==> src/rtl/max_sel_controller_pkg.sv <==
`default_nettype none
// ============================================================================
// Module      : max_sel_controller_pkg
// Description : Shared sizes, state encoding and class-index helper for the
//               10-class max-selector controller.
// Revision    : 1.0 - initial release
// ============================================================================
package max_sel_controller_pkg;

    localparam int NUM_CLASS = 10;
    localparam int SCORE_W   = 26;
    localparam int IDX_W     = 4;

    localparam logic [IDX_W-1:0] C_LAST_IDX = IDX_W'(NUM_CLASS - 1);

    typedef enum logic [1:0] {
        ST_COLLECT  = 2'd0,
        ST_WAIT_SEL = 2'd1,
        ST_HOLD     = 2'd2
    } state_t;

    function automatic logic idx_in_range(input logic [IDX_W-1:0] idx);
        return idx <= C_LAST_IDX;
    endfunction

endpackage
`default_nettype wire

==> src/rtl/max_sel_score_bank.sv <==
`default_nettype none
// ============================================================================
// Module      : max_sel_score_bank
// Description : Score registers, per-class load mask and dup/idx error pulses.
// Revision    : 1.0 - initial release
// ============================================================================
module max_sel_score_bank
    import max_sel_controller_pkg::*;
(
    input  logic                               clk,
    input  logic                               rst,
    input  logic                               i_wr_en,
    input  logic [SCORE_W-1:0]                 i_wr_score,
    input  logic [IDX_W-1:0]                   i_wr_idx,
    input  logic                               i_clear_mask,
    output logic [NUM_CLASS-1:0][SCORE_W-1:0]  o_bank,
    output logic                               o_full_after_wr,
    output logic                               o_idx_err,
    output logic                               o_dup_err
);

    logic [NUM_CLASS-1:0][SCORE_W-1:0] bank_d, bank_q;
    logic [NUM_CLASS-1:0]              mask_d, mask_q;
    logic                              idx_err_d, idx_err_q;
    logic                              dup_err_d, dup_err_q;
    logic [NUM_CLASS-1:0]              w_sel;
    logic                              w_in_range;
    logic                              w_wr_ok;

    always_comb begin
        w_in_range = idx_in_range(i_wr_idx);
        w_wr_ok    = i_wr_en & w_in_range;
        w_sel      = '0;
        for (int i = 0; i < NUM_CLASS; i++) begin
            w_sel[i] = (i_wr_idx == IDX_W'(i));
        end

        bank_d = bank_q;
        mask_d = mask_q;
        if (w_wr_ok) begin
            for (int i = 0; i < NUM_CLASS; i++) begin
                if (w_sel[i]) begin
                    bank_d[i] = i_wr_score;
                end
            end
            mask_d = mask_q | w_sel;
        end
        // Clearing only happens on the result handshake, never alongside a write.
        if (i_clear_mask) begin
            mask_d = '0;
        end

        idx_err_d       = i_wr_en & ~w_in_range;
        dup_err_d       = w_wr_ok & (|(mask_q & w_sel));
        o_full_after_wr = w_wr_ok & (&(mask_q | w_sel));
    end

    always_ff @(posedge clk or posedge rst) begin
        if (rst) begin
            bank_q    <= '0;
            mask_q    <= '0;
            idx_err_q <= 1'b0;
            dup_err_q <= 1'b0;
        end else begin
            bank_q    <= bank_d;
            mask_q    <= mask_d;
            idx_err_q <= idx_err_d;
            dup_err_q <= dup_err_d;
        end
    end

    assign o_bank    = bank_q;
    assign o_idx_err = idx_err_q;
    assign o_dup_err = dup_err_q;

endmodule
`default_nettype wire

==> src/rtl/max_sel_controller.sv <==
`default_nettype none
// ============================================================================
// Module      : max_sel_controller
// Description : Collects ten class scores, waits out the max-selector latency
//               and hands the winning class downstream over valid/ready.
// Revision    : 1.0 - initial release
// ============================================================================
module max_sel_controller
    import max_sel_controller_pkg::*;
#(
    parameter int SEL_LATENCY = 2,
    parameter int FRAME_W     = 16
) (
    input  logic               clk,
    input  logic               GlobalReset,
    input  logic [SCORE_W-1:0] score_in,
    input  logic [IDX_W-1:0]   score_idx,
    input  logic               score_valid,
    output logic               score_ready,
    output logic [SCORE_W-1:0] Out_0,
    output logic [SCORE_W-1:0] Out_1,
    output logic [SCORE_W-1:0] Out_2,
    output logic [SCORE_W-1:0] Out_3,
    output logic [SCORE_W-1:0] Out_4,
    output logic [SCORE_W-1:0] Out_5,
    output logic [SCORE_W-1:0] Out_6,
    output logic [SCORE_W-1:0] Out_7,
    output logic [SCORE_W-1:0] Out_8,
    output logic [SCORE_W-1:0] Out_9,
    input  logic [IDX_W-1:0]   sel_class,
    output logic [IDX_W-1:0]   result_class,
    output logic               result_valid,
    input  logic               result_ready,
    output logic               idx_err,
    output logic               dup_err,
    output logic [FRAME_W-1:0] frame_cnt
);

    localparam int CNT_W = (SEL_LATENCY > 1) ? $clog2(SEL_LATENCY) : 1;
    localparam logic [CNT_W-1:0] C_CNT_LOAD = CNT_W'(SEL_LATENCY - 1);

    state_t             state_d, state_q;
    logic [CNT_W-1:0]   cnt_d, cnt_q;
    logic [IDX_W-1:0]   result_class_d, result_class_q;
    logic               result_valid_d, result_valid_q;
    logic               score_ready_d, score_ready_q;
    logic [FRAME_W-1:0] frame_cnt_d, frame_cnt_q;

    logic                              w_accept;
    logic                              w_handshake;
    logic                              w_clear_mask;
    logic                              w_full_after_wr;
    logic [NUM_CLASS-1:0][SCORE_W-1:0] w_bank;

    // score_ready is high exactly in COLLECT, so it alone gates acceptance.
    assign w_accept     = score_valid & score_ready_q;
    assign w_handshake  = result_valid_q & result_ready;
    assign w_clear_mask = (state_q == ST_HOLD) & w_handshake;

    max_sel_score_bank u_bank (
        .clk             (clk),
        .rst             (GlobalReset),
        .i_wr_en         (w_accept),
        .i_wr_score      (score_in),
        .i_wr_idx        (score_idx),
        .i_clear_mask    (w_clear_mask),
        .o_bank          (w_bank),
        .o_full_after_wr (w_full_after_wr),
        .o_idx_err       (idx_err),
        .o_dup_err       (dup_err)
    );

    always_comb begin
        state_d        = state_q;
        cnt_d          = cnt_q;
        result_class_d = result_class_q;
        result_valid_d = result_valid_q;
        score_ready_d  = score_ready_q;
        frame_cnt_d    = frame_cnt_q;

        case (state_q)
            ST_COLLECT: begin
                if (w_accept && w_full_after_wr) begin
                    state_d       = ST_WAIT_SEL;
                    cnt_d         = C_CNT_LOAD;
                    score_ready_d = 1'b0;
                end
            end
            ST_WAIT_SEL: begin
                if (cnt_q == '0) begin
                    result_class_d = sel_class;
                    result_valid_d = 1'b1;
                    state_d        = ST_HOLD;
                end else begin
                    cnt_d = cnt_q - CNT_W'(1);
                end
            end
            ST_HOLD: begin
                if (w_handshake) begin
                    result_valid_d = 1'b0;
                    frame_cnt_d    = frame_cnt_q + FRAME_W'(1);
                    score_ready_d  = 1'b1;
                    state_d        = ST_COLLECT;
                end
            end
            default: begin
                state_d        = ST_COLLECT;
                result_valid_d = 1'b0;
                score_ready_d  = 1'b1;
            end
        endcase
    end

    always_ff @(posedge clk or posedge GlobalReset) begin
        if (GlobalReset) begin
            state_q        <= ST_COLLECT;
            cnt_q          <= '0;
            result_class_q <= '0;
            result_valid_q <= 1'b0;
            score_ready_q  <= 1'b1;
            frame_cnt_q    <= '0;
        end else begin
            state_q        <= state_d;
            cnt_q          <= cnt_d;
            result_class_q <= result_class_d;
            result_valid_q <= result_valid_d;
            score_ready_q  <= score_ready_d;
            frame_cnt_q    <= frame_cnt_d;
        end
    end

    assign score_ready  = score_ready_q;
    assign result_class = result_class_q;
    assign result_valid = result_valid_q;
    assign frame_cnt    = frame_cnt_q;

    assign Out_0 = w_bank[0];
    assign Out_1 = w_bank[1];
    assign Out_2 = w_bank[2];
    assign Out_3 = w_bank[3];
    assign Out_4 = w_bank[4];
    assign Out_5 = w_bank[5];
    assign Out_6 = w_bank[6];
    assign Out_7 = w_bank[7];
    assign Out_8 = w_bank[8];
    assign Out_9 = w_bank[9];

endmodule
`default_nettype wire

==> config.mk <==
export PLATFORM = sky130hd
export DESIGN_NAME = max_sel_controller
export DESIGN_NICKNAME = d
export VERILOG_FILES = /design/src/rtl/max_sel_controller_pkg.sv /design/src/rtl/max_sel_score_bank.sv /design/src/rtl/max_sel_controller.sv
export SDC_FILE = /design/constraint.sdc
export NUM_CORES = 1
export LEC_CHECK = 0
export CAP_MARGIN = 25
export CELL_PAD_IN_SITES_DETAIL_PLACEMENT = 2
export CELL_PAD_IN_SITES_GLOBAL_PLACEMENT = 2
export CORE_MARGIN = 4
export CORE_UTILIZATION = 34
export CTS_BUF_LIST = sky130_fd_sc_hd__clkbuf_4
export DETAILED_ROUTE_END_ITERATION = 7
export GPL_TIMING_DRIVEN = 0
export PLACE_DENSITY_LB_ADDON = 0.1
export SLEW_MARGIN = 20
export SYNTH_ARGS = -nofsm -noshare
export SYNTH_HDL_FRONTEND = slang
export SYNTH_HIERARCHICAL = 1
export SYNTH_SLANG_ARGS = --single-unit
==> constraint.sdc <==
create_clock -name clk -period 13.45 [get_ports clk]
set_input_delay 2.69 -clock clk [delete_from_list [all_inputs] [get_ports clk]]
set_output_delay 2.69 -clock clk [all_outputs]
set_load 0.01 [all_outputs]
==> results.py <==
metrics = {
    "timing": {
        "max_slew_violation_total_from_the_final_report": 0,
        "final.hold.worst_slack_ns": 0.495,
        "clock-skew-final_ns": 0.0491,
        "setup_viol": 0,
        "final-hold-violation-count": 0,
        "worst_slew_pin_slew_ns": 0.951,
        "fin_crit_sh_pct": 33.6,
        "post-route-worst-setup-slack_ns": 8.92,
        "grt_setup_unrepaired": "false",
        "max_clock_freq_mhz": 221,
        "fin_crit_period_ns": 4.53,
        "slew_limit_headroom_pct": 36.3,
    },
    "cts": {
        "hold_bufs_at_cts": 0,
        "clock-root-buffer": "sky130_fd_sc_hd__clkbuf_4",
        "cts_buffer_depth": 3,
        "post-cts-setup-buffer-count": 0,
        "clock_sink_count": 297,
        "cts.htree.levels": 3,
        "cts_inserted_buffers": 83,
        "clk-insertion-delay-late_ns": 0.73,
        "ctsResizeCount": 0,
        "tritoncts": "done",
        "clk_pin_slew_worst_paths_ns": 0.06,
    },
    "critical_path": {
        "path_max_fanout": 10,
        "setup.reg_to_reg.worst_slack_ns": 10.91,
        "series_of_cell_instances_along_the_critical_path": "clkdlybuf4s50_1 -> buf_2 -> nand3b_1 -> a211o_1 -> a22o_1 -> nor4_1 -> and3_1 -> a21oi_1 -> a21oi_1",
        "timing.reg2reg.worst_path_depth": 5,
        "r2r-end": "u_bank/o_bank[182]$_DFFE_PP0P_",
        "path_depth": 9,
        "path_class": "input port to register",
        "category_of_cells_accounting_for_the_largest_share_of_critical_path_delay": "buffers and inverters",
        "crit_path_top_delay_cell": "sky130_fd_sc_hd__clkdlybuf4s50_1",
        "crit_top_cell": "sky130_fd_sc_hd__a21oi_1",
        "timing.critical_path.required_ns": 14.05,
        "worst_ep_arrival_time_ns": 5.13,
        "reg2reg_from": "score_ready$_DFFE_PP1P_",
        "cpPeakStageDelay_ns": 0.57,
        "worstSetupStartpointType": "input port",
        "worstSetupEndpointType": "register",
        "timing.critical_path.buf_inv": 2,
    },
    "synthesis": {
        "yosysUniqueCellTypes": 55,
        "postSynthAreaPerCell_um2": 15.4,
        "syn_nets": 802,
        "yosysWarnings": 6,
        "synth_seq_cells": 297,
        "synthCells": 763,
        "synth.yosys.seq_area_share_pct": 63.4,
        "synth_flop_cell": "sky130_fd_sc_hd__dfrtp_1",
        "synth-edff-count": 0,
        "synth-async-reset-ratio_pct": 100,
        "synthesis.area_um2": 11700,
    },
    "global_routing": {
        "initial_antenna_violation_count": 3,
        "grt_start_max_net_pins": 82,
        "via_count_of_the_first_global_routing_pass": 8919,
        "grt_overflow_total": 0,
        "gr-usage-all-layers_pct": 19.2,
        "grt_first_pass_wirelength_mm": 56.1,
    },
    "final_layout": {
        "layout.cells.most_common": "sky130_fd_sc_hd__dfrtp_1",
        "finalNetCount": 1184,
        "area_growth_syn_to_layout_pct": 39.9,
        "fin_area_um2": 16400,
        "final_cell_mix": "sky130_fd_sc_hd__dfrtp_1, sky130_fd_sc_hd__clkdlybuf4s50_1, sky130_fd_sc_hd__mux2_2, sky130_fd_sc_hd__clkbuf_4, sky130_fd_sc_hd__buf_1",
        "num-fill-cells": 3283,
        "post_route_cells_drive_above_1_share_pct": 37.4,
        "layout.core_utilization_pct": 48.5,
    },
    "route": {
        "initialDrtViolationCount": 256,
        "routed_wire_length_per_instance_um": 21.8,
        "route.detailed.drc": 0,
        "drt_pass1_iterations": 4,
        "detail_route.vias_per_cell": 4.72,
        "postRouteAntennaNets": 0,
        "vias_after_detailed_routing": 7811,
        "finalWirelength_mm": 36.2,
    },
    "min_path": {
        "hold-path-endpoint": "u_bank/o_bank[52]$_DFFE_PP0P_",
        "worst_hold_path_type": "register to register",
        "hold-path-cell-count": 1,
        "timing.hold.worst.start": "u_bank/o_bank[52]$_DFFE_PP0P_",
    },
    "pwr": {
        "total_power_w": 0.00177,
        "power_per_cell_area_nw_per_um2": 108,
        "leakage_power_total_nw": 7.91,
        "vdd.ir_drop.worst_mv": 0.0645,
    },
    "place": {
        "detailedPlacementHpwl_mm": 25.2,
        "placedInstanceArea_um2": 15300,
        "routabilityCongestion": 0.760,
        "io_buffers": 293,
        "dp_worst_setup_slack_ns": 8.18,
    },
    "floorplanning": {
        "dieArea_um2": 37500,
        "core_region_area_um2": 33800,
        "pin_count": 322,
        "die_y_um": 194,
        "initial_core_util_pct": 34.7,
        "die_width_um": 194,
        "std_cell_rows": 67,
    },
    "job": {
        "maxCapViolations": 0,
    },
    "status": {
        "outcome": "finished, final reports clean",
    },
}
-- area by class of cell --
| cell class | count | area [µm²] | area share [%] |
|---|---|---|---|
| sequential | 297 | 7430 | 45.4 |
| tap | 448 | 561 | 3.42 |
| clock inverter | 15 | 82.6 | 0.504 |
| inverter | 10 | 45.0 | 0.275 |
| clock buffer | 129 | 968 | 5.91 |
| timing repair buffer | 297 | 3040 | 18.6 |
| multi-input combinational | 396 | 3890 | 23.7 |
| antenna | 4 | 10.0 | 0.0611 |
| buffer | 60 | 358 | 2.18 |
-- Yosys cell counts (2+ instances only) --
master,number,area (µm²)
sky130_fd_sc_hd__nand3_1,5,25.0
sky130_fd_sc_hd__and2_1,2,12.5
sky130_fd_sc_hd__o21ai_0,5,25.0
sky130_fd_sc_hd__nor3_1,2,10.0
sky130_fd_sc_hd__clkbuf_1,2,7.51
sky130_fd_sc_hd__nand2_2,2,12.5
sky130_fd_sc_hd__nand2b_1,2,12.5
sky130_fd_sc_hd__nand4_4,2,42.5
sky130_fd_sc_hd__nand4_1,3,18.8
sky130_fd_sc_hd__nand2_1,15,56.3
sky130_fd_sc_hd__mux2_2,266,3000
sky130_fd_sc_hd__xnor2_1,11,96.3
sky130_fd_sc_hd__inv_1,10,37.5
sky130_fd_sc_hd__buf_4,6,45.0
sky130_fd_sc_hd__xnor2_2,2,32.5
sky130_fd_sc_hd__and4_1,2,17.5
sky130_fd_sc_hd__buf_1,27,101
sky130_fd_sc_hd__xor2_1,2,17.5
sky130_fd_sc_hd__nor2b_1,2,12.5
sky130_fd_sc_hd__nor2_1,21,78.8
sky130_fd_sc_hd__buf_2,13,65.1
sky130_fd_sc_hd__nor2_2,2,12.5
sky130_fd_sc_hd__buf_6,11,124
sky130_fd_sc_hd__dfrtp_1,296,7410
sky130_fd_sc_hd__a21oi_1,14,70.1
sky130_fd_sc_hd__nand3b_1,5,37.5
sky130_fd_sc_hd__and3b_1,2,17.5
sky130_fd_sc_hd__nand3_2,3,30.0
sky130_fd_sc_hd__and3_1,2,12.5
-- worst max path at each step --
stage / startpoint / slack, ns / endpoint
finish: score_idx[0] / 8.92 / cnt_q$_DFFE_PP0P_
global route: score_ready$_DFFE_PP1P_ / 8.79 / score_ready
CTS: score_ready$_DFFE_PP1P_ / 8.83 / score_ready
detailed placement: score_valid / 8.18 / u_bank/o_bank[259]$_DFFE_PP0P_
global placement: GlobalReset / -0.97 / u_bank/o_bank[81]$_DFFE_PP0P_
floorplan: GlobalReset / 3.26 / u_bank/mask_q[0]$_DFFE_PP0P_
-- sequential cells by signal, summed over array words and instances (netlist names) --
name              flops
state_q               2
u_bank/o_idx_err      1
result_class          4
score_ready           1
frame_cnt            16
u_bank/o_bank       260
u_bank/mask_q        10
cnt_q                 1
result_valid          1
u_bank/o_dup_err      1
-- routing by layer --
metal,routed length (µm),up-vias,global-route usage (%)
met5,11,-,0
met4,553,2,5.17
met3,2950,53,8.34
met2,17200,250,31.0
met1,15400,4031,23.8
li1,-,3475,-
-- stage by stage --
step,instances,TNS [ns]
finish,1656,0
global route,1654,0
CTS,1651,0
detailed placement,1507,0
global placement,1504,-257.11
floorplan,763,0
-- cells by family (layout without fill, tap and decap cells) --
group,Yosys count,after routing,synth area share [%]
buf+inv,70,511,3.37
mux,268,268,25.7
compound gates,30,30,1.59
other cells,0,4,0
fa+ha+maj,1,1,0.107
xor+xnor,15,15,1.25
simple gates,82,82,4.50
flops,297,297,63.4
-- power by group --
group	switching (W)	internal, W	total, W
Sequential	0	0.000893	0.000893
Clock	0.000372	0.000451	0.000823
Combinational	0.0000384	0.0000105	0.0000489
No activity file was read; power rests on OpenSTA's default activity.
